==> config.mk <==
export PLATFORM = sky130hd
export DESIGN_NAME = g_lut_arbiter_flat
export DESIGN_NICKNAME = d
export VERILOG_FILES = /design/src/rtl/g_lut_arbiter_if.sv /design/src/rtl/g_lut_arbiter.sv /design/src/flat_wrapper.sv
export SDC_FILE = /design/constraint.sdc
export NUM_CORES = 1
export LEC_CHECK = 0
export ABC_AREA = 1
export CAP_MARGIN = 40
export CORE_MARGIN = 1.5
export CORE_UTILIZATION = 36
export CTS_BUF_LIST = sky130_fd_sc_hd__clkbuf_2 sky130_fd_sc_hd__clkbuf_4 sky130_fd_sc_hd__clkbuf_8
export DETAILED_ROUTE_END_ITERATION = 6
export PLACE_DENSITY_LB_ADDON = 0.2
export SLEW_MARGIN = 20
export SYNTH_ARGS = -nofsm -noshare
export SYNTH_HDL_FRONTEND = slang
export SYNTH_SLANG_ARGS = --single-unit
==> constraint.sdc <==
create_clock -name clk -period 1.9 [get_ports clk]
set_input_delay 0.57 -clock clk [delete_from_list [all_inputs] [get_ports clk]]
set_output_delay 0.57 -clock clk [all_outputs]
set_load 0.02 [all_outputs]
==> src/rtl/g_lut_arbiter_if.sv <==
// Requester-side bus of the g(Z) LUT arbiter: lookup requests in, one-hot results out.
// Latency: wires only; timing is set by the arbiter.
// Backpressure: req_ready gates each request; responses are never stalled.
interface g_lut_arbiter_if #(
  parameter int N_REQ = 3
);
  logic [N_REQ-1:0]   req_valid;
  logic [6*N_REQ-1:0] req_pixel;
  logic [N_REQ-1:0]   req_ready;
  logic [N_REQ-1:0]   rsp_valid;
  logic [11:0]        rsp_data;

  // Requester side
  modport master (
    output req_valid, req_pixel,
    input  req_ready, rsp_valid, rsp_data
  );

  // Arbiter side
  modport slave (
    input  req_valid, req_pixel,
    output req_ready, rsp_valid, rsp_data
  );
endinterface

==> src/rtl/g_lut_arbiter.sv <==
// Round-robin share of one registered camera-response LUT among N_REQ requesters; optional stats via G_LUT_ARB_STATS_EN.
// Latency: result returned exactly 2 cycles after acceptance; one lookup per cycle sustained.
// Backpressure: one-hot combinational req_ready per cycle; responses are never backpressured.
module g_lut_arbiter #(
  parameter int N_REQ = 3
) (
  input  logic                 clk,
  input  logic                 rst_n,
  input  logic                 arb_en,
  g_lut_arbiter_if.slave       bus,
  output logic                 lut_clk_en,
  output logic [5:0]           lut_pixel,
  input  logic [11:0]          lut_data,
  output logic                 idle
`ifdef G_LUT_ARB_STATS_EN
  ,
  output logic [15:0]          stat_grants,
  output logic [15:0]          stat_stall
`endif
);

  localparam int PW = (N_REQ > 1) ? $clog2(N_REQ) : 1;
  localparam logic [PW-1:0] LAST_ID = PW'(N_REQ - 1);

  typedef enum logic [1:0] {IDLE, RUN, DRAIN} state_t;

  state_t             state;
  state_t             state_nxt;
  logic [PW-1:0]      ptr;
  logic [PW-1:0]      cand;
  logic [PW-1:0]      gnt_id;
  logic               gnt_found;
  logic               grant;
  logic [N_REQ-1:0]   gnt_oh;
  logic               s1_valid;
  logic [PW-1:0]      s1_id;
  logic [N_REQ-1:0]   rsp_valid_q;
  logic [11:0]        rsp_data_q;

  // Round-robin search: first valid requester at or after ptr, wrapping at N_REQ-1
  always_comb begin
    gnt_found = 1'b0;
    gnt_id    = '0;
    cand      = ptr;
    for (int k = 0; k < N_REQ; k++) begin
      if (!gnt_found && bus.req_valid[cand]) begin
        gnt_found = 1'b1;
        gnt_id    = cand;
      end
      cand = (cand == LAST_ID) ? '0 : cand + PW'(1);
    end
  end

  // Grant only while running and out of reset; drive the LUT address and enable
  always_comb begin
    grant      = gnt_found && rst_n && (state == RUN);
    gnt_oh     = grant ? (N_REQ'(1) << gnt_id) : '0;
    lut_clk_en = grant;
    lut_pixel  = grant ? bus.req_pixel[6*int'(gnt_id) +: 6] : 6'd0;
  end

  assign bus.req_ready = gnt_oh;
  assign bus.rsp_valid = rsp_valid_q;
  assign bus.rsp_data  = rsp_data_q;

  // FSM state register
  always_ff @(posedge clk) begin
    if (!rst_n) state <= IDLE;
    else        state <= state_nxt;
  end

  // FSM next state; DRAIN waits for both pipeline stages to empty and ignores arb_en
  always_comb begin
    state_nxt = state;
    idle      = 1'b0;
    case (state)
      IDLE: begin
        idle = 1'b1;
        if (arb_en) state_nxt = RUN;
      end
      RUN: begin
        if (!arb_en) state_nxt = DRAIN;
      end
      DRAIN: begin
        if (!s1_valid && (rsp_valid_q == '0)) state_nxt = IDLE;
      end
      default: state_nxt = IDLE;
    endcase
  end

  // Lookup pipeline: tag the grant with the LUT access, then pair it with lut_data
  always_ff @(posedge clk) begin
    if (!rst_n) begin
      ptr         <= '0;
      s1_valid    <= 1'b0;
      s1_id       <= '0;
      rsp_valid_q <= '0;
      rsp_data_q  <= '0;
    end else begin
      s1_valid <= grant;
      if (grant) begin
        s1_id <= gnt_id;
        ptr   <= (gnt_id == LAST_ID) ? '0 : gnt_id + PW'(1);
      end
      rsp_valid_q <= s1_valid ? (N_REQ'(1) << s1_id) : '0;
      if (s1_valid) rsp_data_q <= lut_data;
    end
  end

`ifdef G_LUT_ARB_STATS_EN
  // Saturating counters of accepted lookups and RUN cycles that left a requester waiting
  always_ff @(posedge clk) begin
    if (!rst_n) begin
      stat_grants <= '0;
      stat_stall  <= '0;
    end else begin
      if (grant && (stat_grants != 16'hFFFF)) stat_grants <= stat_grants + 16'd1;
      if ((state == RUN) && (|(bus.req_valid & ~gnt_oh)) && (stat_stall != 16'hFFFF))
        stat_stall <= stat_stall + 16'd1;
    end
  end
`endif

endmodule

==> src/flat_wrapper.sv <==
// flat-port wrapper written by rule: the top's interface ports become plain ports
module g_lut_arbiter_flat 
#(
  parameter int N_REQ = 3
)
  (clk, rst_n, arb_en, lut_clk_en, lut_pixel, lut_data, idle, bus_req_valid, bus_req_pixel, bus_req_ready, bus_rsp_valid, bus_rsp_data);
  g_lut_arbiter_if #(.N_REQ(N_REQ)) bus_i ();
  input  logic clk;
  input  logic rst_n;
  input  logic arb_en;
  output logic lut_clk_en;
  output logic [5:0] lut_pixel;
  input  logic [11:0] lut_data;
  output logic idle;
  input wire logic [$bits(bus_i.req_valid)-1:0] bus_req_valid;
  input wire logic [$bits(bus_i.req_pixel)-1:0] bus_req_pixel;
  output wire logic [$bits(bus_i.req_ready)-1:0] bus_req_ready;
  output wire logic [$bits(bus_i.rsp_valid)-1:0] bus_rsp_valid;
  output wire logic [$bits(bus_i.rsp_data)-1:0] bus_rsp_data;
  assign bus_i.req_valid = bus_req_valid;
  assign bus_i.req_pixel = bus_req_pixel;
  assign bus_req_ready = bus_i.req_ready;
  assign bus_rsp_valid = bus_i.rsp_valid;
  assign bus_rsp_data = bus_i.rsp_data;
  g_lut_arbiter #(.N_REQ(N_REQ)) u_core (.clk(clk), .rst_n(rst_n), .arb_en(arb_en), .bus(bus_i), .lut_clk_en(lut_clk_en), .lut_pixel(lut_pixel), .lut_data(lut_data), .idle(idle));
endmodule
==> impl_metrics.prom <==
# TYPE chip_impl_metric gauge
chip_impl_metric{name="grt_use_total",unit="%"} 22.0
chip_impl_metric{name="layout-drive-gt1-share",unit="%"} 42.7
chip_impl_metric{name="ys_seq_elements",unit=""} 22
chip_impl_metric{name="grt_start_max_net_pins",unit=""} 16
chip_impl_metric{name="vias",unit=""} 1403
chip_impl_metric{name="clkLatencyLatePin",unit="ns"} 0.30
chip_impl_metric{name="number_of_warning_messages_in_the_yosys_log",unit=""} 0
chip_impl_metric{name="cts_inserted_buffers",unit=""} 3
chip_impl_metric{name="design.die.area",unit="um2"} 3500
chip_impl_metric{name="synth.avg_cell_area",unit="um2"} 7.01
chip_impl_metric{name="syn2layout_area_growth",unit="%"} 115
chip_impl_metric{name="cp_data_arrival_time",unit="ns"} 1.82
chip_impl_metric{name="cts_buffer_depth",unit=""} 2
chip_impl_metric{name="cts.sink_count",unit=""} 22
chip_impl_metric{name="global_route.overflow_total",unit=""} 0
chip_impl_metric{name="grt_pass1_vias",unit=""} 1405
chip_impl_metric{name="power_density",unit="nW/um2"} 470
chip_impl_metric{name="maximum_fanout_along_the_worst_path",unit=""} 8
chip_impl_metric{name="routedWlPerCell",unit="um"} 13.1
chip_impl_metric{name="totalPowerFinal",unit="mW"} 1.15
chip_impl_info{name="worst_setup_path_start_kind",value="register"} 1
chip_impl_metric{name="final_instance_count_without_filler_cells",unit=""} 297
chip_impl_metric{name="placedCellCount",unit=""} 282
chip_impl_metric{name="finalCriticalPeriod",unit="ns"} 2.39
chip_impl_metric{name="synth.lib_cells_used.distinct",unit=""} 27
chip_impl_metric{name="report.final.setup_viol",unit=""} 10
chip_impl_metric{name="placeableCoreArea",unit="um2"} 3030
chip_impl_metric{name="detail_route.first_pass.iterations",unit=""} 4
chip_impl_metric{name="remaining_drc_errors",unit=""} 0
chip_impl_metric{name="floorplan.die.height",unit="um"} 59.2
chip_impl_metric{name="top_level_ports",unit=""} 62
chip_impl_info{name="setup.worst_path.end_class",value="output port"} 1
chip_impl_metric{name="multi_input_comb_area",unit="um2"} 872
chip_impl_metric{name="ctsHoldBuffers",unit=""} 0
chip_impl_info{name="mostFrequentLayoutCell",value="sky130_fd_sc_hd__clkdlybuf4s50_1"} 1
chip_impl_metric{name="wirelength",unit="um"} 3890
chip_impl_info{name="final_cell_mix",value="46 x sky130_fd_sc_hd__clkdlybuf4s50_1, 27 x sky130_fd_sc_hd__nor2_1, 20 x sky130_fd_sc_hd__dfxtp_1"} 1
chip_impl_metric{name="final_core_utilization",unit="%"} 80.7
chip_impl_metric{name="clkSlewWorstSetupHoldPaths",unit="ns"} 0.12
chip_impl_metric{name="number_of_antenna_violations_at_the_first_check_in_global_routing",unit=""} 0
chip_impl_metric{name="hold_ws",unit="ns"} 0.463
chip_impl_metric{name="pwr-share-clk",unit="%"} 21.9
chip_impl_metric{name="worst_endpoint_required_time",unit="ns"} 1.33
chip_impl_metric{name="register_area",unit="um2"} 448
chip_impl_metric{name="max-slew-margin-rel",unit="%"} 69.1
chip_impl_metric{name="worst-slew-pin-transition",unit="ns"} 0.463
chip_impl_metric{name="initialDrtViolationCount",unit=""} 37
chip_impl_metric{name="achievable-frequency",unit="MHz"} 419
chip_impl_metric{name="synth-seq-area-share",unit="%"} 38.8
chip_impl_info{name="failing_checks",value="negative setup slack"} 1
chip_impl_metric{name="initial_utilization",unit="%"} 37.5
chip_impl_info{name="cts_root_buffer",value="sky130_fd_sc_hd__clkbuf_4"} 1
chip_impl_metric{name="dp.final_hpwl",unit="um"} 2690
chip_impl_metric{name="internal_power_contribution",unit="mW"} 0.800
chip_impl_metric{name="hold_viol_final",unit=""} 0
chip_impl_metric{name="seqPwrFrac",unit="%"} 43.2
chip_impl_metric{name="final_max_slew_viol_count",unit=""} 0
chip_impl_metric{name="fillerInstances",unit=""} 206
chip_impl_metric{name="vdd_ir_drop_max",unit="mV"} 0.510
chip_impl_info{name="worst-setup-path-type",value="register to output port"} 1
chip_impl_metric{name="antenna-diode-count",unit=""} 0
chip_impl_metric{name="placed_area",unit="um2"} 2110
chip_impl_info{name="min_path_type",value="register to register"} 1
chip_impl_metric{name="final_net_count",unit=""} 290
chip_impl_metric{name="first_pass_grt_wire_length",unit="um"} 6030
chip_impl_metric{name="postSynthCellCount",unit=""} 162
chip_impl_metric{name="layout_worst_path_cycle_share",unit="%"} 126
chip_impl_metric{name="max-cap-violations",unit=""} 0
chip_impl_metric{name="synth.cell_area",unit="um2"} 1140
chip_impl_metric{name="leakage_power",unit="nW"} 1.05
chip_impl_info{name="unrepaired_setup_endpoints_after_global_routing",value="yes"} 1
chip_impl_metric{name="final_cell_area",unit="um2"} 2440
chip_impl_metric{name="net_count_of_the_mapped_netlist",unit=""} 198
chip_impl_metric{name="worst_clock_skew",unit="ns"} 0.00473
chip_impl_metric{name="floorplan.rows",unit=""} 20
chip_impl_info{name="outcome",value="finished, violations left"} 1
chip_impl_metric{name="power.switching",unit="mW"} 0.347
chip_impl_metric{name="fp.dieW",unit="um"} 59.2
chip_impl_info{name="cts_tree",value="built"} 1
chip_impl_metric{name="port_buffers",unit=""} 61
chip_impl_metric{name="cts_htree_levels",unit=""} 1
chip_impl_metric{name="final_antenna_net_count",unit=""} 0
chip_impl_metric{name="drt-vias-per-instance",unit=""} 4.72
chip_impl_metric{name="gp_congestion",unit=""} 0.805
chip_impl_metric{name="power_switching_share",unit="%"} 30.2
chip_impl_metric{name="combinationalPowerShare",unit="%"} 34.9
chip_impl_metric{name="fin_ws",unit="ns"} -0.487
[cell type report]
type | count | area share, %
Clock buffer | 4 | 1.49
Inverter | 19 | 4.82
Sequential cell | 22 | 18.3
Multi-Input combinational cell | 117 | 35.7
Timing Repair Buffer | 91 | 37.4
Tap cell | 44 | 2.25
[path summary, 6_finish.rpt]
kind	start	end	slack, ns	cells past startpoint
max	u_core.ptr[1]	lut_pixel[1]	-0.49	10
min reg2reg	u_core.s1_id[0]	u_core.bus.rsp_valid[0]	0.46	1
min	u_core.s1_id[0]	u_core.bus.rsp_valid[0]	0.46	1
max reg2reg	u_core.ptr[1]	u_core.s1_id[1]	0.14	12
[cell usage after synthesis]
library cell                count  share of area, %
sky130_fd_sc_hd__nand2_1       34                11
sky130_fd_sc_hd__nor2_1        28               9.3
sky130_fd_sc_hd__dfxtp_1       22                39
sky130_fd_sc_hd__o21ai_0       12               5.3
sky130_fd_sc_hd__inv_1         11               3.6
sky130_fd_sc_hd__nand3_1       10               4.4
sky130_fd_sc_hd__inv_2          7               2.3
sky130_fd_sc_hd__a21oi_1        6               2.6
sky130_fd_sc_hd__nand3_2        4               3.5
sky130_fd_sc_hd__nand2_2        3               1.7
sky130_fd_sc_hd__nand2_4        3               3.0
sky130_fd_sc_hd__nor2_4         3               3.0
sky130_fd_sc_hd__nor3_1         3               1.3
sky130_fd_sc_hd__clkbuf_1       2              0.66
sky130_fd_sc_hd__o21ai_2        2               1.5
sky130_fd_sc_hd__a21oi_2        1              0.77
sky130_fd_sc_hd__buf_1          1              0.33
sky130_fd_sc_hd__buf_6          1              0.99
sky130_fd_sc_hd__inv_6          1              0.77
sky130_fd_sc_hd__nand4_1        1              0.55
sky130_fd_sc_hd__nor2_2         1              0.55
sky130_fd_sc_hd__nor3_2         1              0.88
sky130_fd_sc_hd__nor4_1         1              0.55
sky130_fd_sc_hd__o2111ai_1      1              0.77
sky130_fd_sc_hd__o211ai_1       1              0.66
sky130_fd_sc_hd__o21ai_1        1              0.44
sky130_fd_sc_hd__o22ai_1        1              0.55
[worst max-delay path, cell delays in order, from the launching register on]
cell                      delay, ns
sky130_fd_sc_hd__dfxtp_4       0.40
sky130_fd_sc_hd__nor2_4        0.20
sky130_fd_sc_hd__nand2_4       0.07
sky130_fd_sc_hd__o21ai_4       0.09
sky130_fd_sc_hd__nor2_4        0.06
sky130_fd_sc_hd__nand3_4       0.11
sky130_fd_sc_hd__nand2_8       0.11
sky130_fd_sc_hd__nor2_4        0.15
sky130_fd_sc_hd__nand2_4       0.08
sky130_fd_sc_hd__o21ai_4       0.12
sky130_fd_sc_hd__buf_6         0.13
[sequential cells by signal, indices dropped and copies added, names as in the netlist]
| signal | flops |
|---|---|
| u_core.s1_valid | 1 |
| u_core.ptr | 2 |
| u_core.bus.rsp_valid | 3 |
| u_core.state | 2 |
| u_core.s1_id | 2 |
| u_core.bus.rsp_data | 12 |
[timing repair]
action | 4_1_cts | 5_1_grt
gates cloned | 0 | 0
buffers inserted | 8 | 4
setup endpoints to repair | 13 | 10
pin swaps | 30 | 7
resized for setup | 115 | 8
[metrics by stage]
step                      TNS (ns)  worst slack, ns
after floorplan             -0.488           -0.121
after global placement      -13.38            -1.28
after detailed placement    -13.86            -1.33
after CTS                    -3.92           -0.464
after global routing         -5.10           -0.592
final                        -4.22           -0.487
[metal layers]
layer | share of wire (%) | global-route usage, % | wire length [um] | vias to the layer above
met4 | 0 | 2.92 | 0 | 0
li1 | - | - | - | 708
met3 | 3.5 | 2.62 | 137 | 0
met5 | 0 | 0 | 0 | -
met2 | 57 | 44.4 | 2220 | 32
met1 | 40 | 24.7 | 1540 | 663
[power by group through the flow]
stage	Combinational (mW)	Sequential (mW)	Clock [mW]
3_3_place_gp	0.325	0.504	0
6_report	0.400	0.495	0.251
2_1_floorplan	0.141	0.519	0
4_1_cts	0.384	0.495	0.259
5_1_grt	0.426	0.498	0.281
3_5_place_dp	0.333	0.505	0
[logic make-up (layout without fill, tap and decap cells)]
logic type	after synthesis	in the layout	share of synthesized area [%]
compound gates	25	25	12.7
buf+inv	23	114	8.70
flops	22	22	38.8
simple gates	92	92	39.9
Note: power is estimated with default switching activity, not from simulation.
==> edit 1, RTL diff (same settings) <==
`N_REQ` is set to 3 in 3 places; all go to 6.
--- a/src/rtl/g_lut_arbiter_if.sv
+++ b/src/rtl/g_lut_arbiter_if.sv
@@ -2,7 +2,7 @@
 // Latency: wires only; timing is set by the arbiter.
 // Backpressure: req_ready gates each request; responses are never stalled.
 interface g_lut_arbiter_if #(
-  parameter int N_REQ = 3
+  parameter int N_REQ = 6
 );
   logic [N_REQ-1:0]   req_valid;
   logic [6*N_REQ-1:0] req_pixel;
--- a/src/rtl/g_lut_arbiter.sv
+++ b/src/rtl/g_lut_arbiter.sv
@@ -2,7 +2,7 @@
 // Latency: result returned exactly 2 cycles after acceptance; one lookup per cycle sustained.
 // Backpressure: one-hot combinational req_ready per cycle; responses are never backpressured.
 module g_lut_arbiter #(
-  parameter int N_REQ = 3
+  parameter int N_REQ = 6
 ) (
   input  logic                 clk,
   input  logic                 rst_n,
--- a/src/flat_wrapper.sv
+++ b/src/flat_wrapper.sv
@@ -1,7 +1,7 @@
 // flat-port wrapper written by rule: the top's interface ports become plain ports
 module g_lut_arbiter_flat 
 #(
-  parameter int N_REQ = 3
+  parameter int N_REQ = 6
 )
   (clk, rst_n, arb_en, lut_clk_en, lut_pixel, lut_data, idle, bus_req_valid, bus_req_pixel, bus_req_ready, bus_rsp_valid, bus_rsp_data);
   g_lut_arbiter_if #(.N_REQ(N_REQ)) bus_i ();
Interface: changed (resized bus_req_pixel, bus_req_ready, bus_req_valid and bus_rsp_valid); port bits go from 62 to 89. No check against the original RTL was run, so the function may have changed too.
==> edit 1 against the original RTL <==
The flow still finishes with violations (setup timing); sequential cell count grew 5; power grew to 3.2 times the old value; via count rose by 130%; worst setup slack lost 1.0 ns; largest power group is now combinational cells; critical path depth grew 9; routed wire length rose by 130%; synthesized area is 100% higher; design area rose by 88%.
==> edit 1: results (changes against the original RTL) <==
status finished, violations left; failing checks setup timing; worst-margin pin slew 0.403 ns (-0.0600 ns); Num CTS Buffers 3 (unchanged); Synthesized Nets 457 (+130%); placed cells 595 (+110%); Root Buffer clkbuf_8; synth unique cells 32 (+19%); Async SR Flop Fraction 0 (unchanged); post-DP HPWL 5.40 mm (+100%); Post-synth EDFFs 0 (unchanged); Highest Signal Layer met4; hold crit path type register to register; CP max FO 8 (unchanged); sequential share of the synthesized area 0.238 (-0.150); CP peak stage delay 0.38 ns (-0.02 ns); fraction of layout cells with a size suffix above 1 0.416 (-0.0105); htree depth 1 (unchanged); Filler cells 436 (+110%); Post-Syn Instances 397 (+150%); synth cell count leaders nand2_1 (138), nor2_1 (49), inv_1 (44), nand3_1 (42), dfxtp_1 (27); CP top delay family simple AND/OR/NAND/NOR gates; routed length on met3 409 um (+200%); postcts setup bufs 23 (+15); metal2 WL 4.78 mm (+120%); vias in the first global route 2,888 (+110%); Max IR drop VDD 0.416 mV (-19%); DRT Pass-1 Iters 6 (+2); DP Area 3690 um^2 (+75%); Clock transition at path regs 0.10 ns (-0.02 ns); Final nets 623 (+110%); setup_tns -23.20 ns (-18.98 ns); Synth warnings 0 (unchanged); diodes inserted 0 (unchanged); clk_lat worst skew 0.27 ns (-0.03 ns); gpl congestion 0.872 (+8.3%); Final setup viols 20 (+10); CP max stage cell dfxtp_4; Post-Route M1 WL 3.70 mm (+140%); IO buf count 88 (+44%); number of gates resized after CTS 159 (+38%); max FFs per register 12 (unchanged); Max clock buf depth 2 (unchanged); vias per cell 5.02 (+6.3%); initial antenna violation count 0 (unchanged); first-pass GRT wire length 13.1 mm (+120%); Fin Clk Skew 0.00595 ns (+0.00122 ns); GRT Resource Usage Total 0.246 (+0.0257); detailed-route wire length 9.12 mm (+130%); leakage 2.16 nW (+110%); initial DRC count 156 (+320%); setup ws final -1.51 ns (-1.02 ns); synth top area cells dfxtp_1 (24%), nand2_1 (23%), nand3_1 (9.2%), nor2_1 (8.1%), inv_1 (7.3%); largest net degree at the start of global routing 21 (+5); via count 3,199 (+130%)
[edit 1: area by class of cell]
type / instances / area (um^2) / area share
tap: 75 / 93.8 / 0.0205
multi-input combinational: 310 / 2030 / 0.442
clock inverter: 1 / 7.51 / 0.00164
clock buffer: 3 / 41.3 / 0.00900
timing repair buffer: 170 / 1650 / 0.360
inverter: 50 / 210 / 0.0458
sequential: 27 / 549 / 0.120
timing repair inverter: 1 / 6.26 / 0.00136
[edit 1: logic make-up (layout without fill, tap and decap cells)]
family	after synthesis	after routing	share of synthesized area
fa+ha+maj	3	3	0.0165
flops	27	27	0.238
compound gates	35	35	0.0820
simple gates	269	272	0.543
buf+inv	63	225	0.121
[edit 1: layer usage]
layer,global-route usage,vias to the layer above
li1,-,1590
met2,0.431,103
met3,0.0363,18
met5,0,-
met1,0.309,1488
met4,0.0678,0
[edit 1: final timing paths]
path / from / to / slack, ns / cells after the start
worst max register to register: u_core.ptr[1] / u_core.s1_id[1] / -0.83 / 20
worst min register to register: u_core.bus.rsp_data[4] / u_core.bus.rsp_data[4] / 0.50 / 2
worst max-delay path: u_core.ptr[1] / lut_pixel[3] / -1.51 / 19
worst min-delay path: u_core.bus.rsp_data[4] / u_core.bus.rsp_data[4] / 0.50 / 2
[edit 1: report_power, final]
group          total, W  internal (W)  switching, W
sequential     0.000619      0.000595     0.0000238
combinational   0.00273       0.00126       0.00147
clock          0.000329      0.000149      0.000181
total           0.00368       0.00201       0.00167
[edit 1: per-stage QoR]
| stage | setup WS, ns | total power (W) |
|---|---|---|
| 6_report | -1.51 | 0.00368 |
| 5_1_grt | -1.64 | 0.00389 |
| 4_1_cts | -1.39 | 0.00321 |
| 3_5_place_dp | -1.91 | 0.00234 |
| 3_3_place_gp | -1.89 | 0.00233 |
| 2_1_floorplan | -0.937 | 0.00177 |
==> edit 2, RTL diff (same flow settings) <==
Without the edit above. The 3 states of `state_t` get a one-hot encoding in 3 bits.
--- a/src/rtl/g_lut_arbiter.sv
+++ b/src/rtl/g_lut_arbiter.sv
@@ -22,7 +22,7 @@
   localparam int PW = (N_REQ > 1) ? $clog2(N_REQ) : 1;
   localparam logic [PW-1:0] LAST_ID = PW'(N_REQ - 1);
 
-  typedef enum logic [1:0] {IDLE, RUN, DRAIN} state_t;
+  typedef enum logic [2:0] {IDLE = 3'b001, RUN = 3'b010, DRAIN = 3'b100} state_t;
 
   state_t             state;
   state_t             state_nxt;
Check against the original RTL: same outputs for any inputs over 10 cycles, from zero or initial values and one cycle with rst_n low; not proved beyond that.
==> edit 2 against the original RTL <==
The flow still finishes with violations (setup timing); routed wire length down 18%; worst setup slack better by 0.041 ns; sequential cell count up 1; first-iteration DRC count up 49%; count of clock-buffer cells in the layout unchanged; critical path depth up 2; power up 28%; sequential power up 17%; synthesized area up 5.3%; design area down 9.6%; via count up 1.1%; largest power group is now combinational cells; highest routed layer is now met4.
==> edit 2: results (changes against the original RTL) <==
setup_tns -3.97 ns (+0.255 ns); Post-Syn Instances 174 (+7.4%); DRT Pass-1 Iters 4 (unchanged); via count 1,418 (+1.1%); Reg2Reg Launch Point u_core.ptr[1]; CP max stage cell nor2_4; number of gates resized after CTS 96 (-17%); seq pwr 0.000581 W (+17%); fraction of layout cells with a size suffix above 1 0.341 (-0.0859); vias in the first global route 1,330 (-5.3%); Async SR Flop Fraction 0 (unchanged); WHS Path Cells 1 (unchanged); flop-to-flop setup slack 0.21 ns (+0.07 ns); detailed-route wire length 3.20 mm (-18%); cells on worst reg2reg path 12 (unchanged); GRT Resource Usage Total 0.191 (-0.0285); synth unique cells 28 (+3.7%); initial DRC count 55 (+49%); worst-margin pin slew 0.399 ns (-0.0636 ns); r2r endpoint u_core.s1_id[0]; leakage 1.02 nW (-3.4%); Max IR drop VDD 0.283 mV (-45%); gpl congestion 0.737 (-8.4%); first-pass GRT wire length 5.43 mm (-10%); max FFs per register 12 (unchanged); Final setup viols 10 (unchanged); status finished, violations left; total net switching power 0.000504 W (+45%); failing checks setup timing; Synthesized Nets 210 (+6.1%); Root Buffer clkbuf_4; Clock transition at path regs 0.11 ns; sequential share of the synthesized area 0.385 (-0.00273); postcts setup bufs 3 (-5); synth cell count leaders nand2_1 (42), nor2_1 (28), dfxtp_1 (23), inv_1 (18), o21ai_0 (13); diodes inserted 0 (unchanged); CP max FO 5 (-3); synth top area cells dfxtp_1 (38%), nand2_1 (13%), nor2_1 (8.8%), inv_1 (5.6%), o21ai_0 (5.4%); DP Area 2040 um^2 (-3.3%); Synth warnings 0 (unchanged); post-DP HPWL 2.41 mm (-11%); Final nets 298 (+2.8%); htree depth 1 (unchanged); Fin Clk Skew 0.00281 ns (-0.00192 ns); Clock power frac 0.157 (-0.062); CP peak stage delay 0.16 ns (-0.24 ns); CP Data Arrival Time 1.78 ns (-0.04 ns); Post-CTS Hold Buffers 0 (unchanged); Finished Layout Cells 305 (+2.7%); largest net degree at the start of global routing 17 (+1); setup ws final -0.446 ns (+0.0415 ns)
edit 2: cell count changes after synthesis, moves of 2 or more:
cell / change
nor2_4: -2
inv_2: -6
inv_1: +7
nand3_2: -2
nand2_1: +8
edit 2: metrics by stage:
step	worst slack [ns]	power, W	hold WS [ns]
2_1_floorplan	-0.150	0.000903	0.420
3_5_place_dp	-1.25	0.00121	0.455
6_report	-0.446	0.00146	0.477
4_1_cts	-0.409	0.00148	0.473
3_3_place_gp	-1.23	0.00121	0.445
5_1_grt	-0.552	0.00156	0.528
edit 2: metal layers:
layer	vias to the layer above	track usage	part of all wire
met5	-	0	0
met4	0	0.0652	0.0084
met3	2	0.0405	0.085
met2	50	0.353	0.49
met1	628	0.216	0.42
li1	738	-	-
edit 2: cell type report:
| cell class | count | area, um^2 |
|---|---|---|
| Tap cell | 44 | 55.1 |
| Timing Repair inverter | 1 | 6.26 |
| Multi-Input combinational cell | 127 | 753 |
| Inverter | 20 | 92.6 |
| Clock buffer | 4 | 30.0 |
| Timing Repair Buffer | 86 | 802 |
| Sequential cell | 23 | 468 |
| Fill cell | 270 | 896 |
edit 2: how the worst max path moves through the flow:
stage	startpoint	end	slack, ns	cells after the start
3_3_place_gp	bus_req_valid[0]	lut_pixel[2]	-1.23	10
5_1_grt	u_core.ptr[1]	lut_pixel[2]	-0.55	10
6_report	bus_req_valid[0]	bus_req_ready[1]	-0.45	12
3_5_place_dp	bus_req_valid[0]	lut_pixel[2]	-1.25	10
2_1_floorplan	bus_req_valid[0]	lut_pixel[2]	-0.15	6
4_1_cts	u_core.ptr[0]	lut_pixel[2]	-0.41	8
edit 2: logic make-up after synthesis:
kind of cell	synth area share
compound gates	0.138
buf+inv	0.0899
flops	0.385
simple gates	0.387
